--- src/rtl/nibble_serial_add_ctrl.sv ---
// Sequencer for a WIDTH-bit add/subtract that reuses one external 4-bit adder slice, LSB nibble first.
// The result is ready NIB+1 cycles after start. start is ignored while busy; there is no output backpressure.
module nibble_serial_add_ctrl #(
  parameter int WIDTH = 16
) (
  input  logic             Clk,
  input  logic             Reset_n,
  input  logic             start,
  input  logic             sub,
  input  logic [WIDTH-1:0] A,
  input  logic [WIDTH-1:0] B,
  output logic             busy,
  output logic             done,
  output logic [WIDTH-1:0] S,
  output logic             Cout,
  output logic             Ovf,
  output logic [3:0]       slice_a,
  output logic [3:0]       slice_b,
  output logic             slice_cin,
  input  logic [3:0]       slice_s,
  input  logic             slice_cout
);

  localparam int NIB  = WIDTH / 4;
  localparam int IDXW = (NIB > 1) ? $clog2(NIB) : 1;
  localparam logic [IDXW-1:0] LAST = IDXW'(NIB - 1);

  localparam logic [1:0] IDLE    = 2'd0;
  localparam logic [1:0] RUN     = 2'd1;
  localparam logic [1:0] DONE_ST = 2'd2;

  logic [1:0]           state;
  logic [IDXW-1:0]      idx;
  logic                 carry;
  logic [NIB-1:0][3:0]  a_reg;
  logic [NIB-1:0][3:0]  b_reg;
  logic [NIB-1:0][3:0]  s_nib;
  logic                 run;

  // b_reg holds the effective operand: ~B for subtract, with the +1 supplied as the initial carry
  always_ff @(posedge Clk or negedge Reset_n) begin
    if (!Reset_n) begin
      state <= IDLE;
      idx   <= '0;
      carry <= 1'b0;
      a_reg <= '0;
      b_reg <= '0;
      s_nib <= '0;
      Cout  <= 1'b0;
      Ovf   <= 1'b0;
    end else begin
      case (state)
        IDLE: begin
          if (start) begin
            a_reg <= A;
            b_reg <= sub ? ~B : B;
            carry <= sub;
            idx   <= '0;
            s_nib <= '0;
            state <= RUN;
          end
        end
        RUN: begin
          s_nib[idx] <= slice_s;
          carry      <= slice_cout;
          idx        <= idx + IDXW'(1);
          if (idx == LAST) begin
            state <= DONE_ST;
            Cout  <= slice_cout;
            Ovf   <= (a_reg[NIB-1][3] == b_reg[NIB-1][3]) && (slice_s[3] != a_reg[NIB-1][3]);
          end
        end
        DONE_ST: state <= IDLE;
        default: state <= IDLE;
      endcase
    end
  end

  assign run       = (state == RUN);
  assign busy      = (state != IDLE);
  assign done      = (state == DONE_ST);
  assign S         = s_nib;
  assign slice_a   = run ? a_reg[idx] : 4'd0;
  assign slice_b   = run ? b_reg[idx] : 4'd0;
  assign slice_cin = run ? carry : 1'b0;

endmodule

--- config.mk ---
export PLATFORM = sky130hd
export DESIGN_NAME = nibble_serial_add_ctrl
export DESIGN_NICKNAME = d
export VERILOG_FILES = /design/src/rtl/nibble_serial_add_ctrl.sv
export SDC_FILE = /design/constraint.sdc
export NUM_CORES = 1
export LEC_CHECK = 0
export BUFFER_PORTS_ARGS = -buffer_cell sky130_fd_sc_hd__buf_4
export CORE_MARGIN = 10
export CORE_UTILIZATION = 29
export CTS_CLUSTER_DIAMETER = 30
export DETAILED_ROUTE_END_ITERATION = 12
export GPL_TIMING_DRIVEN = 0
export MAX_ROUTING_LAYER = met4
export SLEW_MARGIN = 20
export SYNTH_ARGS = -nofsm -noshare
export SYNTH_HDL_FRONTEND = slang
export SYNTH_SLANG_ARGS = --single-unit
export TNS_END_PERCENT = 30
--- constraint.sdc ---
create_clock -name Clk -period 3 [get_ports Clk]
set_input_delay 0.6 -clock Clk [delete_from_list [all_inputs] [get_ports Clk]]
set_output_delay 0.6 -clock Clk [all_outputs]
set_load 0.05 [all_outputs]
# [After elaboration in Yosys (flattened, before gate mapping)]
# Index checks and enable logic that the tools add are counted.
[op_classes] add_sub_neg=1 order_cmp=2 eq_ne=7 mux=20 bitwise_logic=1 n_reduce_logical=9
[op_table] operator="16-bit 2-to-1 mux" n=2
[op_table] operator="16-bit case mux with 2 select lines" n=1
[op_table] operator="4-bit 2-to-1 mux" n=5
[op_table] operator="4-bit binary-select mux with 2-bit select" n=2
[op_table] operator="16-bit bitwise mux" n=1
[op_table] operator="16-bit inverter" n=1
[op_table] operator="4-bit demux with 2-bit select" n=1
[op_table] operator="2-bit case mux with 2 select lines" n=2
[op_table] operator="2-bit AND reduction" n=4
[op_table] operator="2-bit 2-to-1 mux" n=3
[op_table] operator="2-bit == test (second input constant)" n=2
[op_table] operator="2-bit nonzero test" n=2
[op_table] operator="2-bit by 3-bit less-than comparator with 1-bit output (second input constant)" n=1
[op_table] operator="2-bit by 1-bit adder with 2-bit output (second input constant)" n=1
[op_table] operator="2-bit by 1-bit == test with 1-bit output (second input constant)" n=1
[op_table] operator="2-bit by 1-bit greater-or-equal comparator with 1-bit output (second input constant)" n=1
[op_table] operator="1-bit logical AND" n=2
[op_table] operator="2-bit logical NOT" n=1
[op_table] operator="1-bit 2-to-1 mux" n=2
[op_table] operator="2-bit by 1-bit inequality test with 1-bit output (second input constant)" n=1
[op_table] operator="2-bit inequality test (second input constant)" n=1
[op_table] operator="1-bit case mux with 2 select lines" n=1
[op_table] operator="1-bit == test" n=1
[op_table] operator="1-bit inequality test" n=1
[totals] ff_bits=55 output_inout_bits=29 elab_cells=57

# [Logic depth before layout (Yosys ltp)]
[logic_depth] ltp_word=6 depth_mapped=5 ltp_nobuf=4

# [Least setup slack after synthesis]
# Ideal clock, no wire load.
[synth_path] path_type="register to output" from="register idx[0]" to="output port slice_a[3]" arrival_ns=1.490 required_ns=2.400 path_slack_ns=0.910 stages_incl_launch_ff=4 n_path_buf=1 path_cell_list="dfrtp_1 > buf_2 > mux4_2 > and2_1"
[synth_via] elab_chain_len=3
[synth_rtl] item="start, declared" line="33" text="logic [IDXW-1:0] idx;"
[synth_rtl] item="start signal, assigned" line="66" text="idx <= idx + IDXW'(1);"
[synth_rtl] item="4-bit binary-select mux with 2-bit select" line="83" text="assign slice_a = run ? a_reg[idx] : 4'd0;"
[synth_rtl] item="4-bit 2-to-1 mux (not written as such)" line="83"
[synth_rtl] item="4-bit 2-to-1 mux" line="83"
[synth_rtl] item="end, declared" line="17" text="output logic [3:0] slice_a,"
# No other way between the ends. The select of a mux whose other input is x is not followed.

# [Final worst setup path]
[layout_path] from="register idx[0]" to="output port slice_a[2]"
# The elaborated chain is that of the path after synthesis.

==> results.ini <==
[detailed_routing]
dr.pass1.iters=4
wl_um=6534
ant_nets=0
vias=1907
drc_errors=0
wl_per_cell_um=15.74
viasPerCell=4.595
first_iter_violations=74

[job]
cap_violations=0

[synthesis]
syn_inst=231
synth_area_um2=2576
avgSynthCellArea_um2=11.15
ys_ff_latch=55
ys.warnings.count=0
yosysUniqueCellTypes=28
synth_nets=276
yosysSeqAreaShare_pct=53.42

[sta]
max-slew-margin-rel_pct=52.36
rsz0062_at_grt=false
fin_skew_ns=0.01031
max_freq_mhz=383.1
fin_crit_ns=2.610
setup_viol=0
worstMarginPinSlew_ns=0.7146
hold_viol=0
final_max_slew_viol_count=0
tns_ns=0
fin_crit_sh_pct=87.00

[critical_path]
required_ns=2.40
crit_arrival_ns=2.01
criticalPathCategory=reg -> out
startpoint=idx[0]$_DFFE_PN0P_
r2r_cells=5
r2r_start=idx[1]$_DFFE_PN0P_
timing.rr.end=S[1]$_DFFE_PN0P_
cp-end-kind=output port
crit_path_start_kind=register
crit_end=slice_a[2]
crit_fanout=10
r2r_slack_ns=1.09

[cts]
insertion_delay_ns=0.31
cts_resized=0
hold_buffers=0
clk_pin_slew_ns=0.10
cts_tree=done
cts_root_buf=clkbuf_8
cts.sinks=55
htreeDepth=2
cts_buffers=5
post-cts-setup-buffers=0
cts_buffer_depth=2

[global_routing]
grt_pass1_wl_um=10830
grt_max_degree=56
global_route.overflow_total=0
first_global_vias=2054
grt.total_usage_pct=10.49
antenna_found_initial=0

[final_layout]
multiInputGateArea_um2=1094
layout_commonest_cell=buf_4
num-fill-cells=890
final_nets=351
num_antenna_cells=0
stdcell_count=415
syn2layout_area_growth_pct=29.09
final_cell_mix=69 x buf_4, 66 x nand2_1, 55 x dfrtp_1
drive_gt1_share_pct=35.83
register_area_um2=1376

[placement]
port-buffer-count=68
hpwl_um=4945
gp_congestion=0.7281
dp.cells=407

[power]
p_leak_nw=1.609
p_total_mw=3.835
vdd_drop_max_mv=0.3730
p_per_area_nw_per_um2=1153

[floorplanning]
core_area_um2=8678
initial_utilization_pct=29.69
std_cell_rows=34
die_x_um=114.3
die_h_um=114.3
io_pins=70
dieArea_um2=13050

[run_status]
outcome=complete, no violations

[worst_hold_path]
hold_path_class=in -> async

## layer usage
metal | global-route usage (%) | share of wire, % | vias up
li1 | - | - | 936
met1 | 13.42 | 48 | 913
met2 | 16.17 | 46 | 53
met3 | 3.145 | 5.4 | 5
met4 | 2.005 | 0.69 | 0
met5 | - | 0 | -
## worst min path at each step
stage / depth (start not counted) / to / from / slack, ns
floorplan: 0 / Cout$_DFFE_PN0P_ / Reset_n / 0.30
global placement: 2 / a_reg[10]$_DFFE_PN0P_ / a_reg[10]$_DFFE_PN0P_ / 0.45
detailed placement: 2 / a_reg[12]$_DFFE_PN0P_ / a_reg[12]$_DFFE_PN0P_ / 0.46
CTS: 1 / S[6]$_DFFE_PN0P_ / Reset_n / 0.36
global route: 1 / S[12]$_DFFE_PN0P_ / Reset_n / 0.39
finish: 1 / S[13]$_DFFE_PN0P_ / Reset_n / 0.34
## Yosys cell counts (all sizes together)
cell	number	area, um^2
xnor2	16	140.1
or2	1	6.260
a21oi	5	25.02
nor2b	2	12.51
a32o	12	120.1
and3b	2	17.52
inv	2	7.510
nand3	2	10.01
o21ai	18	127.6
mux2	1	11.26
dfrtp	55	1376
o31ai	1	7.510
nor2	3	11.26
mux4	8	180.2
or3b	1	8.760
and2	9	56.30
ha	4	50.05
nor3b	1	12.51
nand2	66	247.7
a22o	4	35.03
nand2b	1	6.260
clkbuf	2	7.510
buf	14	91.34
a22oi	1	7.510
## through the flow
step	utilization (%)	hold slack, ns	instance area (um^2)	worst slack, ns
floorplan	-	0.3044	2576	0.9100
global placement	37.13	0.4529	3222	0.6988
detailed placement	37.13	0.4594	3222	0.6943
CTS	38.32	0.3601	3326	0.3416
global route	38.32	0.3901	3326	0.2132
finish	38.32	0.3379	3326	0.3899
## power by group
part           switching, mW  internal (mW)  total, mW
Sequential             0.194           1.07       1.26
Combinational           1.32          0.803       2.13
Clock                  0.237          0.210      0.447
## cells by family (layout without fill, tap and decap cells)
| kind of cell | count (synthesis) | in the layout | synth area share [%] |
|---|---|---|---|
| buffers and inverters | 18 | 94 | 4.129 |
| adder cells (fa/ha/maj) | 4 | 4 | 1.943 |
| flip-flops | 55 | 55 | 53.42 |
| multiplexers | 9 | 9 | 7.431 |
| AND/OR/NAND/NOR | 88 | 88 | 15.10 |
| XOR/XNOR | 16 | 16 | 5.439 |
| AO/OA/AOI/OAI | 41 | 41 | 12.53 |
## final cells by class
type | instances | area share [%]
buffer | 16 | 2.972
clock buffer | 7 | 2.897
clock inverter | 1 | 0.2257
inverter | 2 | 0.2257
multi-input combinational | 158 | 32.88
sequential | 55 | 41.38
tap | 108 | 4.063
timing repair buffer | 68 | 15.35
## critical path: stages (launching register included)
cell and delay, ns:
dfrtp_1 0.45, buf_2 0.36, mux4_2 0.54, and2_1 0.18, buf_4 0.19
(Power assumes the default switching activity.)
